--- src/rtl/uart_pkg.sv ---
// Shared definitions for the UART transmit arbiter.
//   ST_IDLE/ST_START/ST_WAIT : 2-bit state encodings of the arbiter FSM
//   state_e                  : enum built on those encodings
//   clog2_min1()             : index width, never narrower than one bit
package uart_pkg;

  localparam logic [1:0] ST_IDLE  = 2'd0;
  localparam logic [1:0] ST_START = 2'd1;
  localparam logic [1:0] ST_WAIT  = 2'd2;

  typedef enum logic [1:0] {
    S_IDLE  = ST_IDLE,
    S_START = ST_START,
    S_WAIT  = ST_WAIT
  } state_e;

  // A single requester still needs a one-bit index.
  function automatic int clog2_min1(input int n);
    return (n <= 1) ? 1 : $clog2(n);
  endfunction

endpackage

--- src/rtl/uart_rr_picker.sv ---
// Round-robin winner selection (purely combinational).
//   req : request vector, one bit per requester
//   ptr : highest-priority index for this decision
//   any : at least one request is set
//   idx : winner, the first set bit scanning ptr, ptr+1, ... wrapping to 0
module uart_rr_picker
  import uart_pkg::*;
#(
  parameter int NREQ = 4,
  parameter int IDW  = clog2_min1(NREQ)
) (
  input  logic [NREQ-1:0] req,
  input  logic [IDW-1:0]  ptr,
  output logic            any,
  output logic [IDW-1:0]  idx
);

  logic [IDW-1:0] idx_lo;
  logic [IDW-1:0] idx_hi;
  logic           hit_hi;

  // Two priority encoders: one over requests at or above ptr, one over all
  // requests. If nothing sits at or above ptr the scan has wrapped, so the
  // lowest request overall wins. Scanning downward leaves the lowest hit.
  always_comb begin
    any    = |req;
    idx_lo = '0;
    idx_hi = '0;
    hit_hi = 1'b0;
    for (int i = NREQ - 1; i >= 0; i--) begin
      if (req[i]) begin
        idx_lo = IDW'(i);
        if (i >= int'(ptr)) begin
          idx_hi = IDW'(i);
          hit_hi = 1'b1;
        end
      end
    end
    idx = hit_hi ? idx_hi : idx_lo;
  end

endmodule

--- src/rtl/uart_tx_arbiter.sv ---
// Round-robin arbiter sharing one UART transmitter among NREQ requesters.
//   clk, reset_n  : clock (rising edge), asynchronous active-low reset
//   req_valid     : bit i set while requester i holds a byte
//   req_data      : byte i at req_data[i*DBITS +: DBITS]
//   req_ready     : one-cycle pulse, byte of the granted requester accepted
//   req_done      : one-cycle pulse, byte of the granted requester sent
//   tx_start      : one-cycle start pulse to the transmitter
//   tx_din        : latched byte, held for the whole frame
//   tx_done_tick  : transmitter finished the stop bit
//   busy          : high whenever the FSM is not idle
//   gnt_id        : current or most recent grant index
// All outputs come straight from registers.
module uart_tx_arbiter
  import uart_pkg::*;
#(
  parameter int NREQ  = 4,
  parameter int DBITS = 8,
  parameter int IDW   = clog2_min1(NREQ)
) (
  input  logic                  clk,
  input  logic                  reset_n,
  input  logic [NREQ-1:0]       req_valid,
  input  logic [NREQ*DBITS-1:0] req_data,
  output logic [NREQ-1:0]       req_ready,
  output logic [NREQ-1:0]       req_done,
  output logic                  tx_start,
  output logic [DBITS-1:0]      tx_din,
  input  logic                  tx_done_tick,
  output logic                  busy,
  output logic [IDW-1:0]        gnt_id
);

  state_e           state_q,     state_d;
  logic [IDW-1:0]   rr_ptr_q,    rr_ptr_d;
  logic [IDW-1:0]   gnt_id_q,    gnt_id_d;
  logic [DBITS-1:0] tx_din_q,    tx_din_d;
  logic             tx_start_q,  tx_start_d;
  logic [NREQ-1:0]  req_ready_q, req_ready_d;
  logic [NREQ-1:0]  req_done_q,  req_done_d;
  logic             busy_q,      busy_d;

  logic             pick_any;
  logic [IDW-1:0]   pick_idx;

  uart_rr_picker #(
    .NREQ (NREQ),
    .IDW  (IDW)
  ) u_picker (
    .req (req_valid),
    .ptr (rr_ptr_q),
    .any (pick_any),
    .idx (pick_idx)
  );

  always_comb begin
    state_d     = state_q;
    rr_ptr_d    = rr_ptr_q;
    gnt_id_d    = gnt_id_q;
    tx_din_d    = tx_din_q;
    tx_start_d  = 1'b0;
    req_ready_d = '0;
    req_done_d  = '0;

    unique case (state_q)
      S_IDLE: begin
        // Valid is only looked at here, so a requester still asserting
        // valid after its ready cannot be accepted twice.
        if (pick_any) begin
          tx_din_d    = req_data[int'(pick_idx)*DBITS +: DBITS];
          gnt_id_d    = pick_idx;
          req_ready_d = NREQ'(1) << pick_idx;
          tx_start_d  = 1'b1;
          state_d     = S_START;
        end
      end
      S_START: begin
        // A done tick here belongs to no frame of ours and is ignored.
        state_d = S_WAIT;
      end
      S_WAIT: begin
        if (tx_done_tick) begin
          req_done_d = NREQ'(1) << gnt_id_q;
          // Pointer moves past the winner so it ranks last next time.
          rr_ptr_d   = (gnt_id_q == IDW'(NREQ - 1)) ? '0 : gnt_id_q + IDW'(1);
          state_d    = S_IDLE;
        end
      end
      default: begin
        state_d = S_IDLE;
      end
    endcase

    busy_d = (state_d != S_IDLE);
  end

  always_ff @(posedge clk or negedge reset_n) begin
    if (!reset_n) begin
      state_q     <= S_IDLE;
      rr_ptr_q    <= '0;
      gnt_id_q    <= '0;
      tx_din_q    <= '0;
      tx_start_q  <= 1'b0;
      req_ready_q <= '0;
      req_done_q  <= '0;
      busy_q      <= 1'b0;
    end else begin
      state_q     <= state_d;
      rr_ptr_q    <= rr_ptr_d;
      gnt_id_q    <= gnt_id_d;
      tx_din_q    <= tx_din_d;
      tx_start_q  <= tx_start_d;
      req_ready_q <= req_ready_d;
      req_done_q  <= req_done_d;
      busy_q      <= busy_d;
    end
  end

  assign req_ready = req_ready_q;
  assign req_done  = req_done_q;
  assign tx_start  = tx_start_q;
  assign tx_din    = tx_din_q;
  assign busy      = busy_q;
  assign gnt_id    = gnt_id_q;

endmodule

--- config.mk ---
export PLATFORM = sky130hd
export DESIGN_NAME = uart_tx_arbiter
export DESIGN_NICKNAME = d
export VERILOG_FILES = /design/src/rtl/uart_pkg.sv /design/src/rtl/uart_rr_picker.sv /design/src/rtl/uart_tx_arbiter.sv
export SDC_FILE = /design/constraint.sdc
export NUM_CORES = 1
export LEC_CHECK = 0
export ABC_AREA = 1
export CELL_PAD_IN_SITES_DETAIL_PLACEMENT = 1
export CELL_PAD_IN_SITES_GLOBAL_PLACEMENT = 1
export CORE_ASPECT_RATIO = 0.7
export CORE_MARGIN = 2
export CORE_UTILIZATION = 30
export CTS_BUF_LIST = sky130_fd_sc_hd__clkbuf_8
export DETAILED_ROUTE_END_ITERATION = 7
export PLACE_DENSITY_LB_ADDON = 0.12
export SYNTH_ARGS = -nofsm -noshare
export SYNTH_HDL_FRONTEND = slang
export SYNTH_SLANG_ARGS = --single-unit
--- constraint.sdc ---
create_clock -name clk -period 1.7 [get_ports clk]
set_input_delay 0.34 -clock clk [delete_from_list [all_inputs] [get_ports clk]]
set_output_delay 0.34 -clock clk [all_outputs]
set_load 0.02 [all_outputs]
Word level (Yosys, flattened, before mapping):

Cells that the tools add are included.
Widths: inputs -> output; s select.

* register bits after elaboration: 24
* input bits: 39
* output and inout port bits: 20
* word-level logic and storage cells: 51

* $add $sub $neg: 1
* order comparisons: 3
* equal/unequal tests: 3
* shift-type cells: 3
* mux-type cells: 28
* reduce and logical (&&, ||, !) cells: 5

Operators by type and width (count)
* $shiftx 32x6->8: 1
* $mux 2: 14
* $mux 4: 4
* $mux 1: 9
* $shl 1x2->4 const A: 2
* $pmux 2 s3: 1
* $eq 2x2->1 const B: 2
* $ge 1x2->1 const A: 2
* $reduce_and 2->1: 2
* $reduce_or 4->1: 1
* $add 2x1->2 const B: 1
* $eq 2x1->1 const B: 1
* $ge 2x2->1 const A: 1
* $logic_not 2->1: 1
* $reduce_bool 2->1: 1

Logic depth before layout (Yosys ltp):

* depth in word-level cells: 11
* depth in mapped cells: 12
* mapped depth without buffers: 11

Hierarchy:

Synthesis repeated with hierarchy kept, for this count alone.

* cell total of the unflattened synthesis: 204
* area total of the unflattened synthesis: 1456.4 µm²

Modules (own cells, without submodules)
* uart_tx_arbiter: instances 1, cells each 184, area each 1375.1 µm², seq. area each 600.6 µm²
* uart_rr_picker: instances 1, cells each 20, area each 81.3 µm², seq. area each 0.0 µm²

Least setup slack after synthesis:

Ideal clock, no wire load.

* kind: register to register
* start point: register rr_ptr_q[1]
* end point: register tx_din_q[5], in the netlist tx_din[5]
* library setup time: 0.124 ns
* data arrival time: 1.260 ns
* required time: 1.576 ns
* path slack: 0.316 ns
* stages on the path, launching flop included: 11
* buffers on the path: 1
* period minus slack after synthesis: 1.384 ns
* cells stage by stage: dfrtp_1 -> nor2_1 -> nand2_1 -> nand2_1 -> nor2_2 -> nand2_4 -> nand2_4 -> buf_6 -> or2_0 -> nand3_1 -> nand3_1

* longest elaborated chain between the ends: 9
* elaborated cells between the ends (all ways): 17
* those cells by class: 3 x order compare; 1 x shift; 13 x mux

Ends and longest elaborated chain
* from (decl): line uart_tx_arbiter.sv:34 `logic [IDW-1:0] rr_ptr_q, rr_ptr_d;`
* from (signal assigned): line uart_tx_arbiter.sv:108 `rr_ptr_q <= rr_ptr_d;`
* $ge 2x2->1: line uart_rr_picker.sv:33 `if (i >= int'(ptr)) begin`
* $mux 2 or $mux 1 (tied branches): line uart_rr_picker.sv:33
* $mux 2 or $mux 1 (tied branches): line uart_rr_picker.sv:31 `if (req[i]) begin`
* $mux 2 or $mux 1 (tied branches): line uart_rr_picker.sv:33
* $mux 2 or $mux 1 (tied branches): line uart_rr_picker.sv:31
* $mux 2 or $mux 1 (tied branches): line uart_rr_picker.sv:33
* $mux 2 or $mux 1 (tied branches): line uart_rr_picker.sv:31
* $mux 2 *: line uart_rr_picker.sv:39 `idx = hit_hi ? idx_hi : idx_lo;`
* $shiftx 32x6->8 *: line uart_tx_arbiter.sv:69 `tx_din_d = req_data[int'(pick_idx)*DBITS +: DBITS];`
* to (signal assigned): line uart_tx_arbiter.sv:110 `tx_din_q <= tx_din_d;`
* to (decl): line uart_tx_arbiter.sv:36 `logic [DBITS-1:0] tx_din_q, tx_din_d;`

Every way passes the cells marked *; elsewhere a longest branch is shown, timed or not.
A chain may end at the register's enable or synchronous reset.

Worst setup path after layout:

* start point: input req_valid[0]
* end point: register tx_din_q[5], in the netlist tx_din[5]

* longest elaborated chain between the ends: 3
* elaborated cells between the ends (all ways): 7
* those cells by class: 1 x shift; 4 x mux; 2 x reduce/logical

Ends and longest elaborated chain
* from (decl): line uart_tx_arbiter.sv:22 `input logic [NREQ-1:0] req_valid,`
* $mux 2 or $mux 1 (tied branches): line uart_rr_picker.sv:31
* $mux 2: line uart_rr_picker.sv:39
* $shiftx 32x6->8: line uart_tx_arbiter.sv:69

Several ways; a longest one is shown, not always the timed one.

==> impl_metrics.yaml <==
layout:
  antenna-diode-count: 0
  share_of_post_route_cells_with_drive_strength_above_1_pct: 16.03
  finish.utilization_pct: 51.26
  fin_nets: 306
  num-fill-cells: 564
  post_layout_nonfiller_instances: 317
  flow.area_growth_from_synthesis_pct: 63.52
pwr:
  net-switching-power_w: 0.001410
  total_leakage_power_nw: 1.175
  share_comb_of_total_power_pct: 57.7
  pwr-share-seq_pct: 27.6
  internal_power_w: 0.002031
  p_clk_share_pct: 14.7
  power.ir.vdd_worst_mv: 0.6212
  power_switching_share_pct: 40.98
  cellPowerDensity_nw_per_um2: 1542
clocking:
  cts-root-buf: "sky130_fd_sc_hd__clkbuf_8"
  tritoncts: "done"
  cts_num_sinks: 24
  post-cts-setup-buffer-count: 0
  numCtsBuffers: 3
  clock_insertion_delay_worst_skew_ps: 270
  clk_pin_slew_ps: 90
  hold_buffers: 0
  clockBufferDepth: 2
  htree_levels: 1
global_route:
  grt_max_degree: 25
  vias_in_the_first_global_route: 1338
  global_route.usage.total_pct: 15.05
  grt_pass1_wl_microns: 6134
  antenna_violations_before_repair: 0
  globalRouteOverflowTotal: 0
status:
  outcome: "completed"
logic_synthesis:
  synth.cell_area_sq_um: 1365
  yosys.cell_types.count: 22
  primary_ff_master_synth: "sky130_fd_sc_hd__dfrtp_1"
  ys_seq_area_share_pct: 44.00
  flip_flop_and_latch_count_after_synthesis: 24
  synth.avg_cell_area_sq_um: 7.339
  ys_async_sr_fraction_pct: 100.0
  number_of_flops_mapped_to_enable_cells_by_yosys: 0
  synth.yosys.warnings: 0
  synth_cells: 186
  synth.net_count: 229
detailed_routing:
  detail_route.first_pass.iterations: 4
  post_drt_via_cell_ratio: 4.404
  wire_per_inst_microns: 12.26
  remaining_drc_errors: 0
  post_drt_antenna_nets: 0
  detailedRoute.firstIterationViolations: 26
  detail_route.wirelength_microns: 3886
  route.vias.total: 1396
critical_path:
  critical_path.max_stage_delay_ps: 530
  start_kind: "primary input"
  crit_chain: "clkdlybuf4s50_1 > nand2_2 > nand2_2 > nor2_2 > nand2_4 > nand2_8 > or2_2 > nand3_1 > nand3_1"
  worst_path_max_delay_cell: "sky130_fd_sc_hd__clkdlybuf4s50_1"
  required_time_worst_endpoint_ps: 1850
  cp.arrival_ps: 1760
  path_class: "in2reg"
  maximum_fanout_along_the_worst_path: 11
  path_delay_family: "simple AND/OR/NAND/NOR gates"
  cp_num_buf_inv: 1
  endpoint_kind: "flop"
placement:
  placed_cells_incl_taps: 312
  place_hpwl_microns: 3045
  place.port_buffers: 58
  gp_congestion: 0.7680
floorplanning:
  floorplan.io_pins: 59
  die-height_microns: 60.44
  placeableCoreArea_sq_um: 4354
  design.die.area_sq_um: 5114
  fp.dieW_microns: 84.63
  initial_core_util_pct: 31.35
  rows: 20
timing:
  min_period_ps: 1605
  skew_ps: 1.751
  hold-worst-slack_ps: 426.9
  setup_total_negative_slack_ps: 0
  clock.fmax_ghz: 0.6232
  final_min_period_over_clock_period_pct: 94.38
  finalSetupViolations: 0
  rsz0062_at_grt: "false"
  slew_viol_final: 0
  timing.max_slew.rel_slack_pct: 79.27
  timing_worst_slew_pin_value_ps: 311.0
  final_hold_viol_count: 0
run:
  timing.max_cap.violations: 0
hold_path:
  hold_path_class: "in2async"
==> cell type report <==
cell class / count / area (sq um) / share of cell area [%]
repair buffers: 74 / 708.2 / 31.73
multi-input cells: 120 / 633.1 / 28.36
flip-flops and latches: 24 / 600.6 / 26.91
inverters: 40 / 150.1 / 6.726
well taps: 55 / 68.82 / 3.083
clock buffers: 3 / 41.29 / 1.850
clock inverters: 1 / 30.03 / 1.345
==> through the flow <==
stage | power [W] | instance area [sq um] | worst slack (ps)
floorplan | 0.001972 | 1365 | 316.0
global placement | 0.002833 | 2111 | -201.7
detailed placement | 0.002881 | 2111 | -238.5
CTS | 0.003402 | 2182 | 13.58
global route | 0.003733 | 2232 | 3.200
finish | 0.003442 | 2232 | 95.46
==> cells by family (layout without fill, tap and decap cells) <==
logic type	count (synthesis)	count (layout)	share of synthesized area, %
buffers and inverters	43	118	12.74
and+or+nand+nor	106	107	35.65
DFF	24	24	44.00
AOI/OAI and AO/OA	9	9	3.942
adders and majority gates	4	4	3.667
==> synthesized netlist by cell type, types with 2 or more instances <==
cell	instances	area (sq um)
sky130_fd_sc_hd__nor2_1	12	45.04
sky130_fd_sc_hd__nand2_2	2	12.51
sky130_fd_sc_hd__nand2_4	2	22.52
sky130_fd_sc_hd__or2_2	8	50.05
sky130_fd_sc_hd__nor2_2	3	18.77
sky130_fd_sc_hd__a21oi_1	2	10.01
sky130_fd_sc_hd__inv_2	3	11.26
sky130_fd_sc_hd__nand3_1	28	140.1
sky130_fd_sc_hd__o21ai_0	4	20.02
sky130_fd_sc_hd__dfrtp_1	24	600.6
sky130_fd_sc_hd__ha_1	4	50.05
sky130_fd_sc_hd__nand2_1	48	180.2
sky130_fd_sc_hd__inv_1	37	138.9
==> path summary, 6_finish.rpt <==
kind,start,to,slack [ps],depth (start not counted)
setup / recovery,req_valid[0],tx_din[5]$_DFFE_PN0P_,100,9
setup reg to reg,rr_ptr_q[0]$_DFFE_PN0P_,tx_din[5]$_DFFE_PN0P_,160,9
max in group asynchronous,reset_n,tx_din[4]$_DFFE_PN0P_,1040,2
hold reg to reg,tx_din[6]$_DFFE_PN0P_,tx_din[6]$_DFFE_PN0P_,480,2
hold / removal,reset_n,req_done[0]$_DFF_PN0_,430,2
min in group clk,tx_din[6]$_DFFE_PN0P_,tx_din[6]$_DFFE_PN0P_,480,2
==> metal layers <==
layer  GRT usage [%]  up-vias  part of all wire, %
li1                -      713                    -
met4           3.401        0                 0.77
met3           2.449        2                  3.7
met5               0        -                    0
met2           25.87       35                   45
met1           20.45      646                   50
==> power by group through the flow <==
stage	Sequential [W]	Combinational, W	Clock (W)
finish	0.000950	0.00199	0.000506
global placement	0.000958	0.00187	0
CTS	0.000954	0.00193	0.000522
floorplan	0.00116	0.000816	0
global route	0.000989	0.00220	0.000548
detailed placement	0.000964	0.00192	0
==> cell usage in the layout, fill, tap and decap left out <==
cell,n
sky130_fd_sc_hd__o21ai_4,1
sky130_fd_sc_hd__nand2_2,3
sky130_fd_sc_hd__o21ai_0,4
sky130_fd_sc_hd__nor2_1,12
sky130_fd_sc_hd__a21oi_1,2
sky130_fd_sc_hd__or2_2,8
sky130_fd_sc_hd__nand2_1,46
sky130_fd_sc_hd__nor2_4,1
sky130_fd_sc_hd__o31ai_1,1
sky130_fd_sc_hd__nand2_8,1
sky130_fd_sc_hd__nor2_2,2
sky130_fd_sc_hd__o21bai_1,1
sky130_fd_sc_hd__inv_2,3
sky130_fd_sc_hd__dlymetal6s2s_1,3
sky130_fd_sc_hd__clkbuf_8,3
sky130_fd_sc_hd__bufinv_16,1
sky130_fd_sc_hd__or2_1,1
sky130_fd_sc_hd__ha_1,4
sky130_fd_sc_hd__nor3_1,1
sky130_fd_sc_hd__clkdlybuf4s50_1,55
sky130_fd_sc_hd__dfrtp_1,24
sky130_fd_sc_hd__or2_0,1
sky130_fd_sc_hd__nand3_1,28
sky130_fd_sc_hd__nand2_4,3
sky130_fd_sc_hd__buf_4,16
sky130_fd_sc_hd__inv_1,37
==> sequential cells by signal, indices dropped and copies added (netlist names) <==
name	flops
tx_din	8
req_done	4
req_ready	4
gnt_id	2
rr_ptr_q	2
state_q	2
busy	1
tx_start	1
==> what timing repair did <==
item / CTS / global route
setup endpoints to repair: 0 / 9
endpoints found under the hold margin: 0 / 0
resized for setup: 0 / 9
(Power assumes the default switching activity.)
